<file path="config.mk">
export PLATFORM = sky130hd
export DESIGN_NAME = stopwatch_ctrl
export DESIGN_NICKNAME = d
export VERILOG_FILES = /design/src/rtl/stopwatch_pkg.sv /design/src/rtl/btn_debounce.sv /design/src/rtl/stopwatch_ctrl.sv
export SDC_FILE = /design/constraint.sdc
export NUM_CORES = 1
export LEC_CHECK = 0
export BUFFER_PORTS_ARGS = -buffer_cell sky130_fd_sc_hd__buf_2
export CAP_MARGIN = 20
export CORE_MARGIN = 3
export CORE_UTILIZATION = 40
export DETAILED_ROUTE_END_ITERATION = 10
export PLACE_DENSITY = 0.66
export SYNTH_ARGS = -nofsm -noshare
export SYNTH_HDL_FRONTEND = slang
export SYNTH_HIERARCHICAL = 1
export SYNTH_SLANG_ARGS = --single-unit
</file>
<file path="constraint.sdc">
create_clock -name clk -period 2 [get_ports clk]
set_input_delay 0.4 -clock clk [delete_from_list [all_inputs] [get_ports clk]]
set_output_delay 0.4 -clock clk [all_outputs]
set_load 0.01 [all_outputs]
</file>
<file path="src/rtl/stopwatch_pkg.sv">
// Shared types and default rate constants for the stopwatch control sequencer.
// Also holds small helpers used for divider sizing and resume-state toggling.
package stopwatch_pkg;

    typedef enum logic [1:0] {
        ST_RUN    = 2'd0,
        ST_PAUSE  = 2'd1,
        ST_ADJUST = 2'd2
    } state_e;

    localparam int DEFAULT_CLK_HZ    = 100_000_000;
    localparam int DEFAULT_TICK_HZ   = 1;
    localparam int DEFAULT_ADJ_HZ    = 2;
    localparam int DEFAULT_DB_CYCLES = 1_000_000;

    // Counter width for a terminal count, never narrower than one bit.
    function automatic int cnt_width(input int tc);
        return (tc > 1) ? $clog2(tc) : 1;
    endfunction

    function automatic state_e toggle_resume(input state_e s);
        return (s == ST_RUN) ? ST_PAUSE : ST_RUN;
    endfunction

endpackage

</file>
<file path="src/rtl/btn_debounce.sv">
// Button conditioner: 2-FF synchronizer, stability counter, and a one-cycle
// pulse on each rising edge of the accepted level.
module btn_debounce
    import stopwatch_pkg::*;
#(
    parameter int DB_CYCLES = DEFAULT_DB_CYCLES
) (
    input  logic clk,
    input  logic rst_n,
    input  logic btn_raw,
    output logic press
);

    localparam int            CW       = cnt_width(DB_CYCLES);
    localparam logic [CW-1:0] CNT_LAST = CW'(DB_CYCLES - 1);

    logic [1:0]    sync_q,  sync_d;
    logic [CW-1:0] cnt_q,   cnt_d;
    logic          level_q, level_d;
    logic          press_q, press_d;

    // Next-state: count consecutive samples that disagree with the accepted level.
    always_comb begin
        sync_d  = {sync_q[0], btn_raw};
        cnt_d   = cnt_q;
        level_d = level_q;
        if (sync_q[1] == level_q) begin
            cnt_d = {CW{1'b0}};
        end else if (cnt_q == CNT_LAST) begin
            cnt_d   = {CW{1'b0}};
            level_d = sync_q[1];
        end else begin
            cnt_d = cnt_q + CW'(1);
        end
        press_d = level_d & ~level_q;
    end

    // State registers.
    always_ff @(posedge clk or negedge rst_n) begin
        if (!rst_n) begin
            sync_q  <= 2'b00;
            cnt_q   <= {CW{1'b0}};
            level_q <= 1'b0;
            press_q <= 1'b0;
        end else begin
            sync_q  <= sync_d;
            cnt_q   <= cnt_d;
            level_q <= level_d;
            press_q <= press_d;
        end
    end

    assign press = press_q;

endmodule

</file>
<file path="src/rtl/stopwatch_ctrl.sv">
// Stopwatch control sequencer: RUN/PAUSE/ADJUST FSM, tick and adjust dividers,
// and registered strobes toward the seconds/minutes counter.
module stopwatch_ctrl
    import stopwatch_pkg::*;
#(
    parameter int CLK_HZ    = DEFAULT_CLK_HZ,
    parameter int TICK_HZ   = DEFAULT_TICK_HZ,
    parameter int ADJ_HZ    = DEFAULT_ADJ_HZ,
    parameter int DB_CYCLES = DEFAULT_DB_CYCLES
) (
    input  logic clk,
    input  logic rst_n,
    input  logic btn_pause,
    input  logic btn_reset,
    input  logic sw_adj,
    input  logic sw_sel,
    output logic cnt_en,
    output logic adj_tick,
    output logic adj_min,
    output logic adj_sec,
    output logic clr,
    output logic paused,
    output logic blink
);

    localparam int            TICK_TC   = CLK_HZ / TICK_HZ;
    localparam int            ADJ_TC    = CLK_HZ / ADJ_HZ;
    localparam int            TW        = cnt_width(TICK_TC);
    localparam int            AW        = cnt_width(ADJ_TC);
    localparam logic [TW-1:0] TICK_LAST = TW'(TICK_TC - 1);
    localparam logic [AW-1:0] ADJ_LAST  = AW'(ADJ_TC - 1);

    logic pause_press;
    logic reset_press;

    btn_debounce #(.DB_CYCLES(DB_CYCLES)) u_db_pause (
        .clk     (clk),
        .rst_n   (rst_n),
        .btn_raw (btn_pause),
        .press   (pause_press)
    );

    btn_debounce #(.DB_CYCLES(DB_CYCLES)) u_db_reset (
        .clk     (clk),
        .rst_n   (rst_n),
        .btn_raw (btn_reset),
        .press   (reset_press)
    );

    logic [1:0]    adj_sync_q,  adj_sync_d;
    logic [1:0]    sel_sync_q,  sel_sync_d;
    state_e        state_q,     state_d;
    state_e        resume_q,    resume_d;
    logic [TW-1:0] tick_cnt_q,  tick_cnt_d;
    logic [AW-1:0] adj_cnt_q,   adj_cnt_d;
    logic          cnt_en_q,    cnt_en_d;
    logic          adj_tick_q,  adj_tick_d;
    logic          adj_min_q,   adj_min_d;
    logic          adj_sec_q,   adj_sec_d;
    logic          clr_q,       clr_d;
    logic          paused_q,    paused_d;
    logic          blink_q,     blink_d;

    logic adj_on;
    logic sel_min;
    assign adj_on  = adj_sync_q[1];
    assign sel_min = sel_sync_q[1];

    // FSM next-state, divider updates and next values of the output registers.
    always_comb begin
        adj_sync_d = {adj_sync_q[0], sw_adj};
        sel_sync_d = {sel_sync_q[0], sw_sel};
        state_d    = state_q;
        resume_d   = resume_q;
        tick_cnt_d = tick_cnt_q;
        adj_cnt_d  = adj_cnt_q;
        cnt_en_d   = 1'b0;
        adj_tick_d = 1'b0;
        blink_d    = blink_q;

        case (state_q)
            ST_RUN: begin
                if (tick_cnt_q == TICK_LAST) begin
                    tick_cnt_d = {TW{1'b0}};
                    cnt_en_d   = 1'b1;
                end else begin
                    tick_cnt_d = tick_cnt_q + TW'(1);
                end
                if (adj_on) begin
                    state_d  = ST_ADJUST;
                    resume_d = pause_press ? ST_PAUSE : ST_RUN;
                end else if (pause_press) begin
                    state_d = ST_PAUSE;
                end else begin
                    state_d = ST_RUN;
                end
            end
            ST_PAUSE: begin
                if (adj_on) begin
                    state_d  = ST_ADJUST;
                    resume_d = pause_press ? ST_RUN : ST_PAUSE;
                end else if (pause_press) begin
                    state_d = ST_RUN;
                end else begin
                    state_d = ST_PAUSE;
                end
            end
            ST_ADJUST: begin
                resume_d = pause_press ? toggle_resume(resume_q) : resume_q;
                if (adj_on) begin
                    if (adj_cnt_q == ADJ_LAST) begin
                        adj_cnt_d  = {AW{1'b0}};
                        adj_tick_d = 1'b1;
                        blink_d    = ~blink_q;
                    end else begin
                        adj_cnt_d = adj_cnt_q + AW'(1);
                    end
                end else begin
                    state_d = resume_d;
                end
            end
            default: begin
                state_d  = ST_RUN;
                resume_d = ST_RUN;
            end
        endcase

        // A reset press wins over a wrap in the same cycle.
        if (reset_press) begin
            tick_cnt_d = {TW{1'b0}};
            cnt_en_d   = 1'b0;
        end else begin
            tick_cnt_d = tick_cnt_d;
        end

        if (state_d != ST_ADJUST) begin
            blink_d = 1'b0;
        end else if (state_q != ST_ADJUST) begin
            adj_cnt_d = {AW{1'b0}};
            blink_d   = 1'b0;
        end else begin
            blink_d = blink_d;
        end

        clr_d     = reset_press;
        paused_d  = (state_d == ST_PAUSE) ||
                    ((state_d == ST_ADJUST) && (resume_d == ST_PAUSE));
        adj_min_d = (state_d == ST_ADJUST) &&  sel_min;
        adj_sec_d = (state_d == ST_ADJUST) && !sel_min;
    end

    // State, divider and output registers.
    always_ff @(posedge clk or negedge rst_n) begin
        if (!rst_n) begin
            adj_sync_q <= 2'b00;
            sel_sync_q <= 2'b00;
            state_q    <= ST_RUN;
            resume_q   <= ST_RUN;
            tick_cnt_q <= {TW{1'b0}};
            adj_cnt_q  <= {AW{1'b0}};
            cnt_en_q   <= 1'b0;
            adj_tick_q <= 1'b0;
            adj_min_q  <= 1'b0;
            adj_sec_q  <= 1'b0;
            clr_q      <= 1'b0;
            paused_q   <= 1'b0;
            blink_q    <= 1'b0;
        end else begin
            adj_sync_q <= adj_sync_d;
            sel_sync_q <= sel_sync_d;
            state_q    <= state_d;
            resume_q   <= resume_d;
            tick_cnt_q <= tick_cnt_d;
            adj_cnt_q  <= adj_cnt_d;
            cnt_en_q   <= cnt_en_d;
            adj_tick_q <= adj_tick_d;
            adj_min_q  <= adj_min_d;
            adj_sec_q  <= adj_sec_d;
            clr_q      <= clr_d;
            paused_q   <= paused_d;
            blink_q    <= blink_d;
        end
    end

    assign cnt_en   = cnt_en_q;
    assign adj_tick = adj_tick_q;
    assign adj_min  = adj_min_q;
    assign adj_sec  = adj_sec_q;
    assign clr      = clr_q;
    assign paused   = paused_q;
    assign blink    = blink_q;

endmodule

</file>
; Word level (Yosys, flattened, before mapping)
; Cells that the tools add are included.
[classes]
n_addsub = 4
n_mul = 0
n_div = 0
magnitude_cmp = 0
n_eq_ne = 13
shift = 0
muxes = 38
bitwise_logic = 5
n_reduce_logical = 12
[ops]
columns = cell, count
row1 = 26-bit two-way mux, 5
row2 = 27-bit two-way mux, 3
row3 = 20-bit two-way mux, 4
row4 = 20-bit by 1-bit adder with 20-bit output (second input constant), 2
row5 = 20-bit == test (second input constant), 2
row6 = 27-bit by 1-bit adder with 27-bit output (second input constant), 1
row7 = 27-bit == test (second input constant), 1
row8 = 26-bit by 1-bit adder with 26-bit output (second input constant), 1
row9 = 26-bit == test (second input constant), 1
row10 = 1-bit two-way mux, 18
row11 = 2-bit two-way mux, 6
row12 = 2-bit one-hot mux with 3 select lines, 2
row13 = 3-bit nonzero test, 3
row14 = 2-bit by 1-bit == test with 1-bit output (second input constant), 3
row15 = 2-bit == test (second input constant), 2
row16 = 2-bit zero test, 2
row17 = 2-bit != test (second input constant), 2
row18 = 1-bit logical AND, 3
row19 = 1-bit inverter, 3
row20 = 3-bit AND reduction, 1
row21 = 1-bit bitwise AND, 2
row22 = 1-bit == test, 2
row23 = 2-bit nonzero test, 1
row24 = 1-bit zero test, 1
row25 = 1-bit logical OR, 1
[totals]
register_bits = 116
latchBits = 0
ramBits = 0
rom_bits = 0
in_bits = 6
mem_count = 0

; Depth between registers and ports, before layout
; Gate-level depths: netlist of run 1.
[logic_depth]
ltp_word = 8
ltp_mapped = 7

; By module
; The synthesis of run 1 kept the hierarchy.
[by_module_without_submodules]
columns = module, n_inst, cells_per_inst, area_per_inst_um2, seq_area_each_um2
row1 = stopwatch_ctrl, 1, 402, 3682.3, 1701.6
row2 = btn_debounce, 2, 116, 1136.1, 600.6

; Worst setup path before layout of run 1
; Ideal clock, no wire load.
[synth_path]
path_type = reg2reg
startpoint = reg tick_cnt_q[0]
endpoint = reg tick_cnt_q[26]
setup_ns = 0.069
arrival_ns = 2.027
t_required_ns = 1.931
setup_slack_ns = -0.096
stages_incl_launch_ff = 7
n_path_buf = 0
path_cell_list = dfrtp_1 ha_1 and2_2 and3_2 a311oi_4 or4b_1 nand3_1
[synth_between]
elab_chain_len = 4
elab_cells_between_ends = 5
cone_classes = 1 x add/sub / 1 x eq/ne / 3 x mux
[synth_lines]
columns = element, line_no
row1 = start: declaration, stopwatch_ctrl.sv:54  ; logic [TW-1:0] tick_cnt_q, tick_cnt_d;
row2 = start signal: assignment, stopwatch_ctrl.sv:159  ; tick_cnt_q <= {TW{1'b0}};
row3 = start signal: assignment, stopwatch_ctrl.sv:173  ; tick_cnt_q <= tick_cnt_d;
row4 = 27-bit by 1-bit adder with 27-bit output or 27-bit == test (tied branches), "stopwatch_ctrl.sv:87, stopwatch_ctrl.sv:83"
row5 = 27-bit two-way mux *, stopwatch_ctrl.sv:83  ; if (tick_cnt_q == TICK_LAST) begin
row6 = 27-bit two-way mux *, stopwatch_ctrl.sv:81  ; case (state_q)
row7 = 27-bit two-way mux *, stopwatch_ctrl.sv:129  ; if (reset_press) begin
; Every way passes the cells marked *; elsewhere a longest branch is shown, timed or not. The select of a mux whose other input is x is not followed.
; A chain may end at the register's enable or synchronous reset.

; Worst setup path after layout of run 1
[layout_path]
startpoint = reg tick_cnt_q[11]
endpoint = reg tick_cnt_q[10]
[layout_between]
elab_chain_len = 4
[layout_lines]
columns = element, line_no
row1 = 27-bit == test, stopwatch_ctrl.sv:83
row2 = 27-bit two-way mux, stopwatch_ctrl.sv:83
row3 = 27-bit two-way mux, stopwatch_ctrl.sv:81
row4 = 27-bit two-way mux, stopwatch_ctrl.sv:129
; Every way passes these cells. The select of a mux whose other input is x is not followed.

==> run metrics, run 1 <==
Cells after Synth around 630; final wirelength 13500 um; Initial Util around two fifths; Post-Syn Area just under 6000 um2; # diodes 0; Synth area leader dfrtp_1; DRC Markers 0; Critical Path Source tick_cnt_q[11]$_DFFE_PN0P_; core area 14200 um2; CTS sink count around 120; Root Buffer clkbuf_16; Relative slew margins about two thirds; initial antenna violation count 0; Num CTS Buffers 17; Site Rows 43; die width 128 um; RR Endpoint tick_cnt_q[10]$_DFFE_PN0P_; WHS Path Cells 1; multi-input logic area about 3000 um2; vias a little over 5000; HPWL Detailed around 9000 um; yosys synthesis warning count 6; Vias/cell about 5.6; Seq cells post-synth 116; drt first pass iters 7; port bufs 12; Tightest Hold Check Type primary input to flop; Overall Global Routing Usage 17.1%; die area approximately 16000 um2; CTS tree done; status finished, final reports clean; cell family with the largest share of critical-path delay simple AND/OR/NAND/NOR gates; CTS clk-pin slew, worst paths ~0.060 ns; gr ovfl total 0; # setup viols final 0; total negative setup slack 0 ns; startpoint types flop; final-layout fill cell count roughly 1300; final hold violations 0; Max Root-Sink Buffers 2; total power a little under 0.006 W; R2R Path Start tick_cnt_q[11]$_DFFE_PN0P_; Synth Flop Type dfrtp_1; wire length per cell about 15 um; Layout area overhead 24.9%; drt initial violations about 470; most common cell in the netlist dfrtp_1; clk_lat worst skew between 0.4 and 0.5 ns; Yosys cell types 62; synth top area cells dfrtp_1 (49%), nand3_1 (3.7%), nor2_1 (3.5%), a31oi_1 (3.2%), a21oi_1 (2.9%); reg2reg path depth 6; asr flop ratio synth 100%; Post-DRT Antenna Nets 0; Slew Limit Fails 0; worst slack, placed -0.0454 ns; gpl congestion around 0.84; commonest cells in the netlist dfrtp_1 (116), nor2_1 (56), nand2_1 (46), nand3_1 (44), a21oi_1 (35); setup ws final ~0.0013 ns; htree depth 4; VDD IR max 0.643 mV; Tcrit/Tclk final 99.9%; largest net degree at the start of global routing 42; WP buf/inv 1; vias in the first global route between 4000 and 5000; Fmax 500 MHz; slew at the pin closest to its max-slew limit approximately 0.49 ns; post-layout util between 50% and 60%; RSZ-0062 raised after global routing yes; slowest stage cell, crit path or4_4; first-pass GRT wire length between 20000 and 25000 um; cells along the critical path or4_4, nor4_4, a311oi_4, buf_6, nor2_4, o21ai_1; Static Leak about 3.2 nW; final worst path period need about 2 ns; R2R setup slack between 0.001 and 0.0015 ns; num ports 13; Crit Path Class flop to flop; CP Depth 6; Max-Cap Viols 0; number of enable flip-flop cells after synthesis 0; Crit path largest cell delay 0.56 ns; CP Capture Point tick_cnt_q[10]$_DFFE_PN0P_; average size of a mapped cell about 9.4 um2; worst hold margin between 0.08 and 0.09 ns; Critical Path RT approximately 2.3 ns; register area share after synthesis between 40% and 50%; element type at the critical path end flop; Register Area between 2000 and 3000 um2; Synthesized Nets roughly 640; layout cells sized above 1 21.8%; Crit path arrival time approximately 2.3 ns; top cell type's share of synthesized area between 40% and 50%; CP Max Fanout 8; layout net count roughly 720; Clock Skew 0.0112 ns; pwr/cell area approximately 800 nW/um2; die height between 100 and 150 um
routing by layer:
layer / global-route usage, % / wire (um) / vias up
met5: 0 / 0 / -
met4: 6.43 / 200 / 0
met3: 4.29 / 463 / 15
met2: 26.9 / 6430 / 91
met1: 22.9 / 6360 / 2482
li1: - / - / 2485
what timing repair did:
action | in CTS | in global routing
gates resized for setup | 10 | 15
endpoints found under the setup margin | 23 | 49
pin swaps | 5 | 4
endpoints found under the hold margin | 18 | 0
setup buffers | 0 | 1
hold buffers | 1 | 0
cloned | 0 | 2
final cells by class:
cell class / instances / area share [%]
inverters: 27 / 1.36
repair buffers: 81 / 9.02
clock inverters: 12 / 1.75
multi-input cells: 464 / 39.5
clock buffers: 20 / 6.28
well taps: 180 / 3.03
flip-flops and latches: 116 / 39.0
stage by stage:
stage,instances,instance area [um2]
after global placement,863,6650
final,900,7430
after detailed placement,863,6650
after global routing,900,7430
after floorplan,634,5960
after CTS,896,7290
cell usage in the layout (no fill, tap or decap), drive strengths merged, types with 8 or more instances in the layout:
master	instances
nand4	24
a21oi	35
buf	78
or4	14
or3	15
inv	27
nor2	57
nor3	16
xor2	14
clkbuf	22
o31ai	8
a31oi	30
dfrtp	116
nand2	46
nor4	10
xnor2	16
nand3	46
o21ai	33
and2	12
and3	15
worst reg2reg max path, delay by kind of cell, from the launching register on:
kind	cells	cell delay [ns]
AO/OA/AOI/OAI	2	0.25
flip-flops	1	0.37
buffers and inverters	1	0.17
AND/OR/NAND/NOR	3	1.09
state kept, by name, summed over array words and instances, names as in the netlist:
signal              cells
tick_cnt_q             27
adj_cnt_q              26
u_db_pause/cnt_q       20
u_db_reset/cnt_q       20
adj_sync_q              2
resume_q                2
sel_sync_q              2
state_q                 2
u_db_pause/sync_q       2
u_db_reset/sync_q       2
adj_min                 1
adj_sec                 1
adj_tick                1
blink                   1
clr                     1
cnt_en                  1
paused                  1
u_db_pause/level_q      1
u_db_pause/press        1
u_db_reset/level_q      1
u_db_reset/press        1
report_power, final:
group / switching, W / internal, W / leakage [nW] / total [W]
registers: 0.0000785 / 0.00242 / 1.57 / 0.00249
clock network: 0.00109 / 0.00192 / 0.280 / 0.00301
logic: 0.000208 / 0.000158 / 1.30 / 0.000366
total: 0.00138 / 0.00450 / 3.16 / 0.00587
kinds of logic after synthesis:
family	after synthesis	share of synthesized area, %
multiplexers	5	0.904
buffers and inverters	54	3.64
adder cells (fa/ha/maj)	4	0.841
AND/OR/NAND/NOR	279	25.7
XOR/XNOR	30	4.41
AO/OA/AOI/OAI	146	15.8
flip-flops	116	48.7
worst min-delay path by stage:
stage,startpoint,to
2_1_floorplan,rst_n,adj_cnt_q[0]$_DFF_PN0_
3_3_place_gp,rst_n,adj_cnt_q[18]$_DFF_PN0_
3_5_place_dp,rst_n,adj_cnt_q[9]$_DFF_PN0_
4_1_cts,btn_pause,u_db_pause/sync_q[0]$_DFF_PN0_
5_1_grt,btn_pause,u_db_pause/sync_q[0]$_DFF_PN0_
6_report,btn_pause,u_db_pause/sync_q[0]$_DFF_PN0_
(Power assumes the default switching activity.)
==> run 2, diff against run 1 <==
--- a/config.mk
+++ b/config.mk
@@ -7,7 +7,7 @@
 export LEC_CHECK = 0
 export BUFFER_PORTS_ARGS = -buffer_cell sky130_fd_sc_hd__buf_2
 export CAP_MARGIN = 20
-export CORE_MARGIN = 3
+export CORE_MARGIN = 2
 export CORE_UTILIZATION = 40
 export DETAILED_ROUTE_END_ITERATION = 10
 export PLACE_DENSITY = 0.66
==> run metrics, run 2 (synthesis gave the netlist of run 1 again) <==
Seq pwr share 40.6% (-1.9 points); slowest stage cell, crit path or4b_4; port bufs 12 (unchanged); HPWL Detailed 9190 um (+1.9%); die height 126 um (-1.6%); setup ws final -0.0281 ns (-0.0294 ns); CTS clk-pin slew, worst paths 0.05 ns (about the same); max FFs per register 27 (unchanged); clock group share of total power 52.9% (+1.6 points); commonest non-fill, non-tap cell in the layout dfrtp_1; Static Leak 3.14 nW (-0.53%); Max Root-Sink Buffers 2 (unchanged); core area 14500 um2 (+2.3%); Crit path arrival time 2.32 ns (+0.03 ns); CTS tree done; VDD IR max 0.583 mV (-9.3%); Root Buffer clkbuf_16; post-layout util 51.2% (-1.2 points); num ports 13 (unchanged); WP buf/inv 1 (unchanged); final worst path period need 2.03 ns (+0.0294 ns); Critical Path RT 2.30 ns (about the same); Pint 0.00473 W (+5.2%); Tightest Hold Check Type primary input to flop; Crit Path Class flop to flop; Most flops, register tick_cnt_q; Clock Skew 0.00692 ns (-0.00430 ns); DP Area 6650 um2 (about the same); Relative slew margins 70.0% (+2.7 points); vias in the first global route 5024 (+1.6%); Switching Share 22.5% (-0.91 points); biggest regs tick_cnt_q x27, adj_cnt_q x26; layout net count 719 (+0.28%); design area 7430 um2 (unchanged); Num CTS Buffers 17 (unchanged); drt first pass iters 5 (-2); Initial Util 41.0% (-0.95 points); DRC Markers 0 (unchanged); clk_lat worst skew 0.42 ns (about the same); Crit path largest cell delay 0.56 ns (about the same); die area 15900 um2 (-3.1%); Post-DRT Antenna Nets 0 (unchanged); element type at the critical path end flop; total negative setup slack -0.184 ns (-0.184 ns); vias 5131 (+1.1%); startpoint types flop; Comb power frac 6.5% (+0.3 points); slew at the pin closest to its max-slew limit 0.446 ns (-0.0392 ns); final wirelength 13600 um (+1.3%); cell family with the largest share of critical-path delay simple AND/OR/NAND/NOR gates; Tcrit/Tclk final 101% (+1.5 points); final hold violations 0 (unchanged); htree depth 4 (unchanged); cells along the critical path or4b_4, nor4_4, a311oi_4, buf_6, nor2_4, o21ai_2; Overall Global Routing Usage 17.8% (+0.69 points); first-pass GRT wire length 23300 um (+1.6%); Fmax 493 MHz (-1.5%); final-layout fill cell count 1288 (unchanged); CP Max Fanout 8 (unchanged); total power 0.00611 W (+4.0%); Max-Cap Viols 0 (unchanged); most frequent cells in the layout dfrtp_1 (114), buf_4 (65), nor2_1 (55), nand2_1 (46), nand3_1 (44); largest net degree at the start of global routing 44 (+4.8%); status finished with violations; RSZ-0062 raised after global routing yes; CTS sink count 116 (unchanged); layout cells sized above 1 22.3% (+0.49 points); gpl congestion 0.858 (+2.8%); Vias/cell 5.66 (+0.47%); failing checks negative setup slack; Site Rows 44 (+2.3%); gr ovfl total 0 (unchanged); # setup viols final 11 (+11); initial antenna violation count 0 (unchanged); pwr/cell area 822 nW/um2 (+4.0%); drt initial violations 351 (-25%); Slew Limit Fails 0 (unchanged); wire length per cell 15.0 um (+0.59%); die width 126 um (-1.6%); # diodes 0 (unchanged); Net Sw Power 0.00138 W (about the same); Layout area overhead 24.9% (unchanged)
[run 2: cell count changes in the layout (fill, tap and decap cells not counted), moves of 2 or more]
cell,delta
dfrtp_2,+2
bufinv_16,+2
buf_6,-2
a41oi_1,+2
a41oi_2,-2
clkbuf_16,-2
dfrtp_1,-2
o21ai_2,+2
buf_4,+5
o21ai_1,-2
[run 2: power by group through the flow]
stage	clock network, W	logic, W	registers (W)
6_report	0.00323	0.000396	0.00248
5_1_grt	0.00340	0.000442	0.00249
4_1_cts	0.00329	0.000370	0.00248
3_5_place_dp	0	0.000363	0.00252
3_3_place_gp	0	0.000353	0.00251
2_1_floorplan	0	0.000188	0.00252
[run 2: path summary, 6_finish.rpt]
check / start / to / slack [ns] / cells past startpoint
max: tick_cnt_q[8]$_DFFE_PN0P_ / tick_cnt_q[10]$_DFFE_PN0P_ / -0.03 / 6
min: sw_sel / sel_sync_q[0]$_DFF_PN0_ / 0.09 / 1
max reg2reg: tick_cnt_q[8]$_DFFE_PN0P_ / tick_cnt_q[10]$_DFFE_PN0P_ / -0.03 / 6
min reg2reg: adj_sync_q[0]$_DFF_PN0_ / adj_sync_q[1]$_DFF_PN0_ / 0.35 / 0
max in group asynchronous: rst_n / tick_cnt_q[13]$_DFFE_PN0P_ / 1.10 / 3
min in group asynchronous: rst_n / adj_cnt_q[14]$_DFF_PN0_ / 0.34 / 2
[run 2: layout make-up]
class / instances / area (um2) / area share [%]
Tap cell: 184 / 230 / 3.10
Sequential cell: 116 / 2910 / 39.1
Inverter: 27 / 101 / 1.36
Clock inverter: 12 / 178 / 2.39
Multi-Input combinational cell: 464 / 2920 / 39.3
Timing Repair Buffer: 83 / 641 / 8.62
Clock buffer: 20 / 457 / 6.14
[run 2: layer usage]
layer  track usage, %  share of wire, %  vias to the layer above
li1                 -                 -                     2495
met1             22.6                45                     2504
met2             29.3                49                      109
met3             4.80               4.0                       23
met4             6.46               1.9                        0
met5                0                 0                        -
[run 2: per-stage QoR]
stage,cells,hold slack (ns),setup WS [ns]
floorplan,634,0.104,-0.0149
global placement,867,0.218,0.00115
finish,906,0.0871,-0.0281
global route,906,0.0818,-0.151
CTS,901,0.0754,-0.0293
detailed placement,867,0.219,-0.0638
[run 2: what timing repair did]
item | in CTS | in global routing
setup buffers | 1 | 3
hold buffers | 1 | 0
setup endpoints to repair | 8 | 42
endpoints found under the hold margin | 2 | 0
resized for setup | 6 | 21
gates cloned | 0 | 1
pin swaps | 3 | 19
